File: src/rtl/elevator_pkg.sv
// Shared elevator definitions: default geometry, controller motion codes and
// the per-button call FSM state type.
package elevator_pkg;

  localparam int unsigned NUM_FLOORS     = 4;
  localparam int unsigned DEB_CYCLES_DEF = 2;

  localparam logic [1:0] AC_IDLE = 2'b00;
  localparam logic [1:0] AC_UP   = 2'b01;
  localparam logic [1:0] AC_DN   = 2'b10;

  typedef enum logic [1:0] {
    StIdle,
    StDeb,
    StPend,
    StHold
  } call_state_e;

endpackage

File: src/rtl/call_latch.sv
// One hall/car button: debounce, latch the call until its floor is served,
// then hold off re-registering until the button is released.
module call_latch
  import elevator_pkg::*;
#(
  parameter int unsigned DEB_CYCLES = DEB_CYCLES_DEF
) (
  input  logic clk,
  input  logic reset,
  input  logic btn,
  input  logic served,
  output logic req,
  output logic req_next
);

  call_state_e state_q, state_d;
  logic [2:0]  cnt_q, cnt_d;

  always_ff @(posedge clk) begin
    if (!reset) begin
      state_q <= StIdle;
      cnt_q   <= '0;
    end else begin
      state_q <= state_d;
      cnt_q   <= cnt_d;
    end
  end

  always_comb begin
    state_d = state_q;
    cnt_d   = cnt_q;
    case (state_q)
      StIdle: begin
        if (btn) begin
          if (served) begin
            state_d = StHold;
          end else if (DEB_CYCLES <= 1) begin
            state_d = StPend;
          end else begin
            state_d = StDeb;
            cnt_d   = 3'd1;
          end
        end
      end
      StDeb: begin
        if (served) begin
          state_d = StHold;
          cnt_d   = '0;
        end else if (!btn) begin
          state_d = StIdle;
          cnt_d   = '0;
        end else if (cnt_q + 3'd1 >= 3'(DEB_CYCLES)) begin
          state_d = StPend;
          cnt_d   = '0;
        end else begin
          cnt_d = cnt_q + 3'd1;
        end
      end
      StPend: begin
        if (served) state_d = StHold;
      end
      StHold: begin
        // Service swallows the press; only a release re-arms the button.
        if (!btn) state_d = StIdle;
      end
      default: state_d = StIdle;
    endcase
  end

  assign req      = (state_q == StPend);
  assign req_next = (state_d == StPend);

endmodule

File: src/rtl/call_panel.sv
// Elevator call panel: per-button call latches for hall up/down and car
// buttons, plus the combined per-floor request vector and its count.
module call_panel #(
  parameter int unsigned NUM_FLOORS = elevator_pkg::NUM_FLOORS,
  parameter int unsigned DEB_CYCLES = elevator_pkg::DEB_CYCLES_DEF
) (
  input  logic                  clk,
  input  logic                  reset,
  input  logic [NUM_FLOORS-1:0] btn_up,
  input  logic [NUM_FLOORS-1:0] btn_dn,
  input  logic [NUM_FLOORS-1:0] btn_car,
  input  logic [1:0]            AC,
  input  logic [2:0]            DISP,
  input  logic                  open,
  output logic [NUM_FLOORS-1:0] U,
  output logic [NUM_FLOORS-1:0] D,
  output logic [NUM_FLOORS-1:0] F,
  output logic [NUM_FLOORS-1:0] S,
  output logic [2:0]            pending
);

  logic [NUM_FLOORS-1:0] served;
  logic [NUM_FLOORS-1:0] up_btn, dn_btn;
  logic [NUM_FLOORS-1:0] up_next, dn_next, car_next, s_next;
  logic [2:0]            pending_q, pending_d;
  logic                  unused_inputs;

  // No up call from the top floor and no down call from the bottom floor.
  assign up_btn = {1'b0, btn_up[NUM_FLOORS-2:0]};
  assign dn_btn = {btn_dn[NUM_FLOORS-1:1], 1'b0};

  // Service clears calls regardless of motion, so AC is not consulted.
  assign unused_inputs = ^{AC, btn_up[NUM_FLOORS-1], btn_dn[0]};

  for (genvar i = 0; i < NUM_FLOORS; i++) begin : g_floor
    assign served[i] = open && (DISP == 3'(i));

    call_latch #(.DEB_CYCLES(DEB_CYCLES)) u_up (
      .clk     (clk),
      .reset   (reset),
      .btn     (up_btn[i]),
      .served  (served[i]),
      .req     (U[i]),
      .req_next(up_next[i])
    );

    call_latch #(.DEB_CYCLES(DEB_CYCLES)) u_dn (
      .clk     (clk),
      .reset   (reset),
      .btn     (dn_btn[i]),
      .served  (served[i]),
      .req     (D[i]),
      .req_next(dn_next[i])
    );

    call_latch #(.DEB_CYCLES(DEB_CYCLES)) u_car (
      .clk     (clk),
      .reset   (reset),
      .btn     (btn_car[i]),
      .served  (served[i]),
      .req     (F[i]),
      .req_next(car_next[i])
    );
  end

  assign S      = U | D | F;
  assign s_next = up_next | dn_next | car_next;

  // Count from next-state S so pending moves on the same edge as U/D/F.
  always_comb begin
    pending_d = '0;
    for (int i = 0; i < NUM_FLOORS; i++) begin
      pending_d = pending_d + 3'(s_next[i]);
    end
  end

  always_ff @(posedge clk) begin
    if (!reset) pending_q <= '0;
    else        pending_q <= pending_d;
  end

  assign pending = pending_q;

endmodule

File: config.mk
export PLATFORM = sky130hd
export DESIGN_NAME = call_panel
export DESIGN_NICKNAME = d
export VERILOG_FILES = /design/src/rtl/elevator_pkg.sv /design/src/rtl/call_latch.sv /design/src/rtl/call_panel.sv
export SDC_FILE = /design/constraint.sdc
export NUM_CORES = 1
export LEC_CHECK = 0
export BUFFER_PORTS_ARGS = -buffer_cell sky130_fd_sc_hd__buf_4
export CAP_MARGIN = 20
export CORE_ASPECT_RATIO = 1.5
export CORE_MARGIN = 4
export CORE_UTILIZATION = 53
export CTS_CLUSTER_SIZE = 25
export DETAILED_ROUTE_END_ITERATION = 8
export PLACE_DENSITY = 0.8
export SYNTH_ARGS = -nofsm -noshare
export SYNTH_HDL_FRONTEND = slang
export SYNTH_SLANG_ARGS = --single-unit
File: constraint.sdc
create_clock -name clk -period 2.28 [get_ports clk]
set_input_delay 0.114 -clock clk [delete_from_list [all_inputs] [get_ports clk]]
set_output_delay 0.114 -clock clk [all_outputs]
set_load 0.02 [all_outputs]
---- Yosys cells after proc, flatten, opt, wreduce, memory -nomap -nowiden ----
Index checks and enable logic that the tools add are counted.
word-level totals
  input bits .............................. 20
  flip-flop bits (word level) ............. 57
  output and inout bits ................... 19
  logic and storage cells ................. 292
cells by class
  eq/ne operators ......................... 71
  bitwise logic cells ..................... 4
  reduce and logical (&&, ||, !) cells .... 37
  magnitude comparators ................... 10
  muxes and demuxes ....................... 134
  add/subtract/negate cells ............... 13
operator list
  operator                                                                              count
  2-bit two-way mux                                                                     68
  3-bit two-way mux                                                                     44
  2-bit case mux with 4 select lines                                                    12
  2-bit equality test (second input constant)                                           36
  3-bit case mux with 2 select lines                                                    10
  2-bit != test (second input constant)                                                 20
  3-bit by 1-bit adder with 3-bit output (second input constant)                        10
  3-bit by 2-bit greater-or-equal comparator with 1-bit output (second input constant)  10
  3-bit AND reduction                                                                   10
  2-bit by 1-bit equality test with 1-bit output (second input constant)                12
  2-bit zero test                                                                       12
  2-bit nonzero test                                                                    10
  4-bit bitwise OR                                                                      4
  3-bit by 2-bit equality test with 1-bit output (second input constant)                2
  1-bit logical AND                                                                     4
  2-bit by 1-bit adder with 3-bit output                                                1
  3-bit by 1-bit adder with 3-bit output                                                1
  3-bit by 1-bit equality test with 1-bit output (second input constant)                1
  3-bit zero test                                                                       1
  1-bit by 1-bit adder with 2-bit output                                                1

---- Depth between registers and ports, before layout ----
Gate-level depths: netlist (run 1).
  depth in word-level cells ............... 12
  gate-level depth with buffers ........... 10
  mapped depth without buffers ............ 10

---- Modules after synthesis ----
A second synthesis (run 1) with hierarchy kept.
second synthesis, totals
  cell total of the unflattened synthesis .. 492
  area total of the unflattened synthesis .. 3955.0 um^2
modules (own cells, without submodules)
  module      area each (um^2)  cells each  times used
  call_latch  310.3             39          12
  call_panel  231.5             24          1

---- Worst setup path after synthesis (run 1) ----
OpenSTA, ideal clock, no wires.
  kind .................................... register to register
  start point ............................. register g_floor[1].u_car.state_q[0]
  end point ............................... register pending_q[1], in the netlist pending[1]
  arrival time ............................ 2.416 ns
  stages on the path, launching flop included .. 10
  setup time .............................. 0.115 ns
  period minus slack after synthesis ...... 2.531 ns
  slack ................................... -0.251 ns
  cells stage by stage .................... dfxtp_1 clkbuf_1 nor2b_1 or3_1 a31oi_1 a31oi_1 fa_1 ha_1 ha_1 and2_1
between the ends
  elaborated cells between the ends (all ways) .. 16
RTL lines
  element                                 RTL line          text
  start: declaration                      call_latch.sv:16  call_state_e state_q, state_d;
  start signal: assignment                call_latch.sv:21  state_q <= StIdle;
  start signal: assignment                call_latch.sv:24  state_q <= state_d;
  2-bit equality test                     -
  named net g_floor[1].u_car.req          call_latch.sv:12  output logic req,
  2-bit case mux with 4 select lines      call_latch.sv:32  case (state_q)
  2-bit equality test                     call_latch.sv:71  assign req_next = (state_d == StPend);
  4-bit bitwise OR                        call_panel.sv:67  assign s_next = up_next | dn_next | car_next;
  1-bit by 1-bit adder with 2-bit output  call_panel.sv:73  pending_d = pending_d + 3'(s_next[i]);
  2-bit by 1-bit adder with 3-bit output  call_panel.sv:73
  3-bit by 1-bit adder with 3-bit output  call_panel.sv:73
  named net pending_d[1]                  call_panel.sv:25  logic [2:0] pending_q, pending_d;
  end signal: assignment                  call_panel.sv:79  else pending_q <= pending_d;
  end: declaration                        call_panel.sv:25
The timed path passes the listed nets, and every way through them passes these cells.
A chain may end at the register's enable or synchronous reset.

---- Final worst setup path (run 1) ----
  start point ............................. register g_floor[0].u_up.cnt_q[0]
  end point ............................... register pending_q[1], in the netlist pending[1]
between the ends
  longest elaborated chain between the ends .. 12
RTL lines
  element                                                       RTL line          text
  start: declaration                                            call_latch.sv:17  logic [2:0] cnt_q, cnt_d;
  start signal: assignment                                      call_latch.sv:25  cnt_q <= cnt_d;
  3-bit by 1-bit adder with 3-bit output                        call_latch.sv:52  end else if (cnt_q + 3'd1 >= 3'(DEB_CYCLES)) begin
  3-bit by 2-bit greater-or-equal comparator with 1-bit output  call_latch.sv:52
  2-bit two-way mux                                             call_latch.sv:52
  2-bit two-way mux                                             call_latch.sv:49  end else if (!btn) begin
  2-bit two-way mux                                             call_latch.sv:46  if (served) begin
  2-bit case mux with 4 select lines                            call_latch.sv:32
  2-bit equality test                                           call_latch.sv:71
  4-bit bitwise OR (2 in series)                                call_panel.sv:67
  1-bit by 1-bit adder with 2-bit output                        call_panel.sv:73
  2-bit by 1-bit adder with 3-bit output                        call_panel.sv:73
  3-bit by 1-bit adder with 3-bit output                        call_panel.sv:73
  named net pending_d[1]                                        call_panel.sv:25
The timed path passes the listed nets, and every way through them passes these cells.

==> results of run 1 <==
## worst paths after layout
| path | startpoint | endpoint | slack [ns] | depth (start not counted) |
|---|---|---|---|---|
| setup reg to reg | g_floor[0].u_up.cnt_q[0] | pending[1] | -0.03 | 9 |
| hold reg to reg | g_floor[2].u_up.cnt_q[2] | g_floor[2].u_up.cnt_q[2] | 0.44 | 2 |
| hold / removal | btn_dn[3] | g_floor[3].u_dn.state_q[1] | 0.08 | 3 |
| setup / recovery | g_floor[0].u_up.cnt_q[0] | pending[1] | -0.03 | 9 |
## final cells by class
type                    instances  area [sq um]
multi-input cells             281          2090
fillers                       468          1560
flip-flops and latches         57          1160
repair buffers                 91           683
clock buffers                  12           165
well taps                      72          90.1
inverters                      20          75.1
clock inverters                 4          50.0
## through the flow
step	total power, mW	setup TNS, ns	worst slack [ns]	utilization [%]
6_report	2.86	-0.0290	-0.0290	73.5
5_1_grt	3.01	-0.0963	-0.0963	73.5
4_1_cts	2.81	0	0.00480	70.4
3_5_place_dp	1.78	-0.161	-0.127	65.6
3_3_place_gp	1.76	-0.0595	-0.0595	65.6
2_1_floorplan	1.54	-0.0307	-0.0307	-
## metal layers
metal  track usage [%]  part of all wire (%)  vias up
met5                 0                     0        -
met4              10.2                   2.9        0
met3              5.13                   5.4       24
met2              35.3                    49       81
met1              26.6                    42     1473
li1                  -                     -     1519
## timing repair
item / in CTS / in global routing
setup endpoints to repair: 3 / 3
pin swaps: 9 / 15
gates resized for setup: 11 / 29
buffers inserted: 2 / 4
## worst max-delay path, cell delays in order (launching register included)
cell and delay [ns]:
dfxtp_4 0.37, ha_4 0.16, xnor2_2 0.15, nand3b_1 0.16, a31oi_4 0.20, o21ai_2 0.10
fa_1 0.55, ha_2 0.19, ha_4 0.19, and2_4 0.14
## power groups by stage
stage	Clock (mW)	Sequential (mW)	Combinational, mW
after floorplan	0	1.16	0.380
after CTS	1.02	1.12	0.677
after detailed placement	0	1.14	0.646
after global placement	0	1.14	0.625
after global routing	1.08	1.14	0.800
final	1.01	1.13	0.722
## registers in the layout (all words and copies together) (netlist names)
name                   cells
g_floor.u_up.cnt_q         9
g_floor.u_dn.state_q       8
g_floor.u_car.state_q      8
g_floor.u_car.cnt_q       12
g_floor.u_up.state_q       8
g_floor.u_dn.cnt_q         9
pending                    3
## layout by cell type, fill, tap and decap left out, types with 4 or more instances in the layout
cell      instances
inv_2             4
o211a_1           5
o22ai_1          10
clkbuf_8         12
dfxtp_1          43
nand2_1          33
ha_4              8
a211oi_1          7
nor3_1           17
buf_4            91
a311oi_1          4
nor2_1           27
a221oi_1          4
xnor2_1           7
inv_1            15
dfxtp_2          12
ha_1             13
nand3_1           6
o21ai_0          12
nand3b_1          8
a31oi_1           8
nor2b_1          18
nand2b_1          6
a21boi_0          7
a21oi_1          28
o221a_2           4
## kinds of logic after synthesis
logic type	count (synthesis)	synth area share (%)
XOR/XNOR	11	2.96
adder cells (fa/ha/maj)	23	9.09
flip-flops	57	35.1
AO/OA/AOI/OAI	104	21.5
AND/OR/NAND/NOR	143	24.0
buffers and inverters	49	7.35
==> reports/metrics.cfg, run 1 <==
[finish]
final-instance-count-excl-fill=537
final_nets=503
diodes=0
drive_gt1_share_pct=34.4
area_growth_pct=32.7
postLayoutCellArea_sq_um=4310

[critical_path]
crit_fanout=4
cp-end-kind=register
worstSetupStartpointType=register
arrival_ns=2.56
critical_path_class=register to register
cp.required_ns=2.53

[power]
netSwitchingPower_mw=0.846
p_leak_nw=1.81
combPwrFrac_pct=25.2
power.density_nw_per_um2=663
clkPwrFrac_pct=35.3
ir_drop_v=0.000447
power_frac_seq_pct=39.4
switching_share_pct=29.6
internal-power_mw=2.01

[timing]
finalCriticalPeriod_ns=2.31
slew_viol_final=0
final_hold_viol_count=0
rsz0062_at_grt=yes
fmax_mhz=433
fin_skew_ns=0.00792
tightest_slew_ns=0.424
hold_slack_ns=0.0833
setup_viol_count_final=1
fin_crit_sh_pct=101
slew-limit-headroom_pct=71.6
setup_ws_ns=-0.0290

[outcome]
status=finished with violations
violations=setup timing

[placed_design]
place_area_sq_um=3850
io_buffers=34
placed_cells=515
gp_congestion=0.839
dp_hpwl_um=5310

[clocking]
cts_tree=built
clk_pin_slew_ns=0.07
htreeDepth=3
cts.hold.buffers_added=0
clk_latency_ns=0.35
cts_buffer_depth=2
clkSinkCount=57
numCtsBuffers=9
cts_root_buf=clkbuf_8

[die]
core-area_sq_um=5870
fp.dieH_um=104
fp-row-count=34
die_w_um=71.9
initial_utilization_pct=55.3
io-pin-count=39
die-area_sq_um=7470

[logic_synthesis]
synth-seq-cells=57
yosysWarnings=0
synth_top_area_share_pct=35.1
yosysSeqAreaShare_pct=35.1
synth.area.top_cells=dfxtp_1, ha_1, a21oi_1
avgSynthCellArea_sq_um=8.40
synthMostInstantiatedCell=dfxtp_1
syn-num-nets=430
synth-edff-count=0
syn_inst=387
synth-async-reset-ratio_pct=0
synth_top_area_cell=dfxtp_1
synth_area_sq_um=3250
ys.flop_type=dfxtp_1
synth_cell_type_count=50
yosys-top-cells-count=dfxtp_1, nand2_1, a21oi_1, nor2_1, ha_1

[detailed_routing]
vias=3097
first_iter_violations=195
vias_per_cell=5.77
drtPass1Iterations=4
finalWirelength_um=8000
drcViolationCount=0
drtAntennaViolNets=0
wl_per_cell_um=14.9

[global_routing]
grt_max_degree=28
grt_pass1_vias=2973
grt.total_usage_pct=21.7
grt_pass1_wl_um=13200
antenna_found_initial=0
grt_remaining_overflow=0

[run]
maxCapViolCount=0

[min_path]
holdCritPathClass=primary input to register

No activity file was read; power rests on OpenSTA's default activity.
==> run 2: changes to the inputs <==
--- a/config.mk
+++ b/config.mk
@@ -9,10 +9,10 @@
 export CAP_MARGIN = 20
 export CORE_ASPECT_RATIO = 1.5
 export CORE_MARGIN = 4
-export CORE_UTILIZATION = 53
+export CORE_UTILIZATION = 50
 export CTS_CLUSTER_SIZE = 25
 export DETAILED_ROUTE_END_ITERATION = 8
-export PLACE_DENSITY = 0.8
+export PLACE_DENSITY = 0.76
 export SYNTH_ARGS = -nofsm -noshare
 export SYNTH_HDL_FRONTEND = slang
 export SYNTH_SLANG_ARGS = --single-unit
==> reports/metrics.cfg, run 2 (synthesized netlist as in run 1, its figures left out) <==
[global_routing]
grt_remaining_overflow=0
grt_max_degree=28
grt_pass1_wl_um=13200
antenna_found_initial=0
grt.total_usage_pct=20.9
grt_pass1_vias=3071

[min_path]
holdCritPathClass=primary input to register

[critical_path]
cp-end-kind=register
critical_path_depth=9
worstSetupStartpointType=register
crit_family=adder cells
crit_fanout=3
max_stage_delay_ns=0.50
worst-r2r-setup-slack_ns=-0.01
cp-endpoint=pending[1]
r2r_end=pending[1]
cp.required_ns=2.52
worstPathCellList=ha_4 -> xnor2_2 -> nand3b_1 -> a31oi_1 -> a31oi_1 -> fa_1 -> ha_2 -> ha_4 -> and2_4
arrival_ns=2.53
worstSetupStartpoint=g_floor[1].u_up.cnt_q[0]
r2r-start=g_floor[1].u_up.cnt_q[0]
critical_path_class=register to register
reg2reg_depth=9
path_buf_inv=0
cpMaxStageDelayCell=fa_1

[placed_design]
io_buffers=34
dp_hpwl_um=5170
gp_congestion=0.828
place_area_sq_um=3840
place_ws_ns=-0.140
placed_cells=515

[timing]
fin_crit_sh_pct=101
fin_setup_tns_ns=-0.0130
rsz0062_at_grt=yes
slew_viol_final=0
tightest_slew_ns=0.397
hold_slack_ns=0.0737
finalCriticalPeriod_ns=2.29
setup_ws_ns=-0.0130
fmax_mhz=436
fin_skew_ns=0.00868
slew-limit-headroom_pct=73.4
setup_viol_count_final=1
final_hold_viol_count=0

[detailed_routing]
first_iter_violations=108
finalWirelength_um=7700
drcViolationCount=0
vias_per_cell=5.64
drtPass1Iterations=4
drtAntennaViolNets=0
wl_per_cell_um=14.4
vias=3021

[finish]
regMostFlops=g_floor.u_car.cnt_q
drive_gt1_share_pct=30.5
final_nets=500
regArea_sq_um=1160
final_common_cell=buf_4
final-instance-count-excl-fill=536
diodes=0
fin_util_pct=68.0
area_growth_pct=30.2
mostFrequentLayoutCells=buf_4, dfxtp_1, nand2_1
reg.largest.list=g_floor.u_car.cnt_q: 12 flops, g_floor.u_up.cnt_q: 9 flops, g_floor.u_dn.cnt_q: 9 flops
nFillCells=490
postLayoutCellArea_sq_um=4230
largest_register_ffs=12
multiInputGateArea_sq_um=2000

[die]
die-area_sq_um=7880
die_w_um=73.8
io-pin-count=39
core-area_sq_um=6220
fp.dieH_um=107
initial_utilization_pct=52.3
fp-row-count=35

[run]
maxCapViolCount=0

[clocking]
cts.hold.buffers_added=0
cts_tree=built
clk_latency_ns=0.35
clkSinkCount=57
htreeDepth=3
clk_pin_slew_ns=0.07
numCtsBuffers=9
cts_root_buf=clkbuf_8
cts_buffer_depth=2

[power]
power.density_nw_per_um2=709
p_leak_nw=1.81
ir_drop_v=0.000488
finalPower_mw=3.00

[outcome]
status=finished with violations
violations=setup timing

run 2: cell types whose count changed in the layout (fill, tap and decap cells not counted), moves of 3 or more:
cell / change
dfxtp_2: -3
buf_4: -3
inv_2: -3
inv_1: +3
ha_1: +5
ha_4: -5
dfxtp_1: +4
run 2: what timing repair did:
| item | in CTS | in global routing |
|---|---|---|
| setup buffers | 3 | 2 |
| pin swaps | 13 | 0 |
| endpoints found under the setup margin | 3 | 2 |
| gates resized for setup | 22 | 1 |
run 2: layer usage:
metal  vias to the layer above  track usage, %  share of wire, %
met5                         -               0                 0
met4                         0            9.46               2.1
met3                        18            5.25               4.6
met2                        67            35.3                50
met1                      1425            24.1                44
li1                       1511               -                 -
run 2: layout make-up:
class / instances / share of cell area, %
repair buffers: 88 / 15.6
flip-flops and latches: 57 / 27.3
well taps: 74 / 2.19
clock inverters: 5 / 2.43
multi-input cells: 281 / 47.3
clock buffers: 11 / 3.34
inverters: 20 / 1.77
run 2: worst register-to-register path, delay by kind of cell (launching register included):
family / cells / cell delay (ns)
adder cells (fa/ha/maj): 4 / 1.04
AO/OA/AOI/OAI: 2 / 0.32
flip-flops: 1 / 0.36
XOR/XNOR: 1 / 0.17
AND/OR/NAND/NOR: 2 / 0.29
run 2: worst min-delay path by stage:
stage,startpoint,to,slack (ns),cells past startpoint
floorplan,btn_dn[3],g_floor[3].u_dn.state_q[1],0.26,2
global placement,g_floor[0].u_up.cnt_q[2],g_floor[0].u_up.cnt_q[2],0.43,2
detailed placement,btn_car[1],g_floor[1].u_car.state_q[1],0.43,3
CTS,btn_dn[2],g_floor[2].u_dn.state_q[1],0.06,3
global route,btn_dn[2],g_floor[2].u_dn.state_q[1],0.07,3
finish,btn_dn[2],g_floor[2].u_dn.state_q[1],0.07,3
run 2: power by group:
part / total, mW / internal (mW) / switching (mW)
clock: 1.18 / 0.754 / 0.427
sequential: 1.12 / 1.06 / 0.0573
combinational: 0.697 / 0.344 / 0.353
total: 3.00 / 2.16 / 0.838
==> run 3: changes to the inputs <==
--- a/config.mk
+++ b/config.mk
@@ -7,12 +7,12 @@
 export LEC_CHECK = 0
 export BUFFER_PORTS_ARGS = -buffer_cell sky130_fd_sc_hd__buf_4
 export CAP_MARGIN = 20
-export CORE_ASPECT_RATIO = 1.5
 export CORE_MARGIN = 4
 export CORE_UTILIZATION = 50
 export CTS_CLUSTER_SIZE = 25
 export DETAILED_ROUTE_END_ITERATION = 8
-export PLACE_DENSITY = 0.76
+export PLACE_DENSITY = 0.75
 export SYNTH_ARGS = -nofsm -noshare
 export SYNTH_HDL_FRONTEND = slang
+export SYNTH_HIERARCHICAL = 1
 export SYNTH_SLANG_ARGS = --single-unit
==> reports/metrics.cfg, run 3 <==
[timing]
setup_ws_ns=-0.179
fin_setup_tns_ns=-0.314
rsz0062_at_grt=yes
slew-limit-headroom_pct=66.5
finalCriticalPeriod_ns=2.46
fin_skew_ns=0.00563
hold_slack_ns=0.0231
setup_viol_count_final=3
final_hold_viol_count=0
fmax_mhz=407
fin_crit_sh_pct=108
slew_viol_final=0
tightest_slew_ns=0.502

[power]
power_frac_seq_pct=38.5
ir_drop_v=0.000381
finalPower_mw=3.33
clkPwrFrac_pct=33.1
netSwitchingPower_mw=1.03
internal-power_mw=2.31
switching_share_pct=30.8
combPwrFrac_pct=28.4
power.density_nw_per_um2=680
p_leak_nw=2.14

[run]
maxCapViolCount=0

[global_routing]
grt_pass1_vias=3376
grt_remaining_overflow=0
grt_pass1_wl_um=14700
antenna_found_initial=0
grt_max_degree=52
grt.total_usage_pct=18.5

[min_path]
holdCritPathClass=primary input to register
hold_start=btn_dn[2]

[logic_synthesis]
synth-async-reset-ratio_pct=0
avgSynthCellArea_sq_um=8.04
synth_cell_type_count=26
synth-edff-count=0
yosys-top-cells-count=inv_1, nor2_1, dfxtp_1, a31oi_1, nand2_1
synth.area.top_cells=dfxtp_1, ha_1, inv_1
synth_top_area_share_pct=31.9
synth_top_area_cell=dfxtp_1
syn_inst=492
yosysSeqAreaShare_pct=31.9
ys.flop_type=dfxtp_1
synth_area_sq_um=3960
synthMostInstantiatedCell=inv_1
yosysWarnings=6
synth-seq-cells=63

[placed_design]
dp_hpwl_um=6110
place_ws_ns=-0.238
placed_cells=661
gp_congestion=0.828
place_area_sq_um=4570
io_buffers=34

[detailed_routing]
vias=3572
vias_per_cell=5.27
first_iter_violations=108
finalWirelength_um=8670
wl_per_cell_um=12.8
drcViolationCount=0
drtPass1Iterations=4
drtAntennaViolNets=0

[finish]
area_growth_pct=24.0
postLayoutCellArea_sq_um=4910
final_common_cell=buf_4
drive_gt1_share_pct=26.4
fin_util_pct=63.5
reg.largest.list=g_floor.u_car/cnt_q: 12 flops, g_floor.u_dn/cnt_q: 12 flops, g_floor.u_up/cnt_q: 12 flops
diodes=0
final_nets=618
final-instance-count-excl-fill=678
mostFrequentLayoutCells=buf_4, nor2_1, inv_1

[clocking]
clk_latency_ns=0.35
cts_root_buf=clkbuf_8
clkSinkCount=63
cts_tree=built
htreeDepth=3
numCtsBuffers=9
clk_pin_slew_ns=0.07
cts_buffer_depth=2

[die]
fp-row-count=32
die_w_um=96.9
io-pin-count=39
core-area_sq_um=7730
die-area_sq_um=9400
initial_utilization_pct=51.2
fp.dieH_um=96.9

[critical_path]
cp.required_ns=2.52
r2r-start=g_floor[3].u_dn/cnt_q[1]
crit_fanout=2
critical_path_class=register to register
cp-end-kind=register
worstSetupStartpoint=g_floor[3].u_dn/cnt_q[1]
arrival_ns=2.70
worstSetupStartpointType=register

[outcome]
violations=setup timing
status=finished with violations

==> run 3: path summary, 6_finish.rpt <==
kind / slack, ns / cells after the start / endpoint
setup reg to reg: -0.18 / 11 / pending[1]
setup / recovery: -0.18 / 11 / pending[1]
hold / removal: 0.02 / 3 / g_floor[2].u_dn/state_q[1]
hold reg to reg: 0.44 / 2 / g_floor[0].u_car/cnt_q[2]
==> run 3: cell type report <==
class,instances,area (sq um)
Sequential cell,63,1270
Clock inverter,2,35.0
Inverter,74,278
Tap cell,102,128
Clock buffer,14,193
Multi-Input combinational cell,336,2350
Timing Repair Buffer,87,653
Fill cell,658,2820
==> run 3: power by group through the flow <==
| stage | clock network (mW) | logic (mW) | registers (mW) |
|---|---|---|---|
| 4_1_cts | 1.13 | 0.941 | 1.28 |
| 6_report | 1.10 | 0.949 | 1.28 |
| 2_1_floorplan | 0 | 0.614 | 1.27 |
| 5_1_grt | 1.17 | 1.06 | 1.30 |
| 3_3_place_gp | 0 | 0.859 | 1.30 |
| 3_5_place_dp | 0 | 0.891 | 1.30 |
==> run 3: timing repair <==
item	4_1_cts	5_1_grt
hold buffers	0	0
gates resized for setup	9	15
pin swaps	8	14
endpoints found under the setup margin	3	3
buffers inserted	0	1
==> run 3: layer usage <==
metal,global-route usage (%),routed length [um],share of wire [%]
met5,0,0,0
met3,4.33,430,5.0
met1,22.8,3880,45
met2,31.5,4240,49
met4,6.16,109,1.3
==> run 3: kinds of logic (layout without fill, tap and decap cells) <==
group / count (synthesis) / count (layout) / synth area share (%)
simple gates: 159 / 159 / 21.1
other cells: 1 / 6 / 0.0948
compound gates: 132 / 132 / 23.5
xor+xnor: 12 / 12 / 2.66
buf+inv: 98 / 177 / 12.0
flops: 63 / 63 / 31.9
fa+ha+maj: 27 / 27 / 8.73
==> run 3: critical path: stages (launching register included) <==
cell and delay, ns:
dfxtp_2 0.34, ha_4 0.15, xnor2_1 0.16, nand3b_1 0.15
a31oi_1 0.18, nor2_1 0.08, nor3_2 0.29, fa_1 0.48
inv_2 0.08, ha_4 0.13, ha_4 0.18, and2_4 0.13
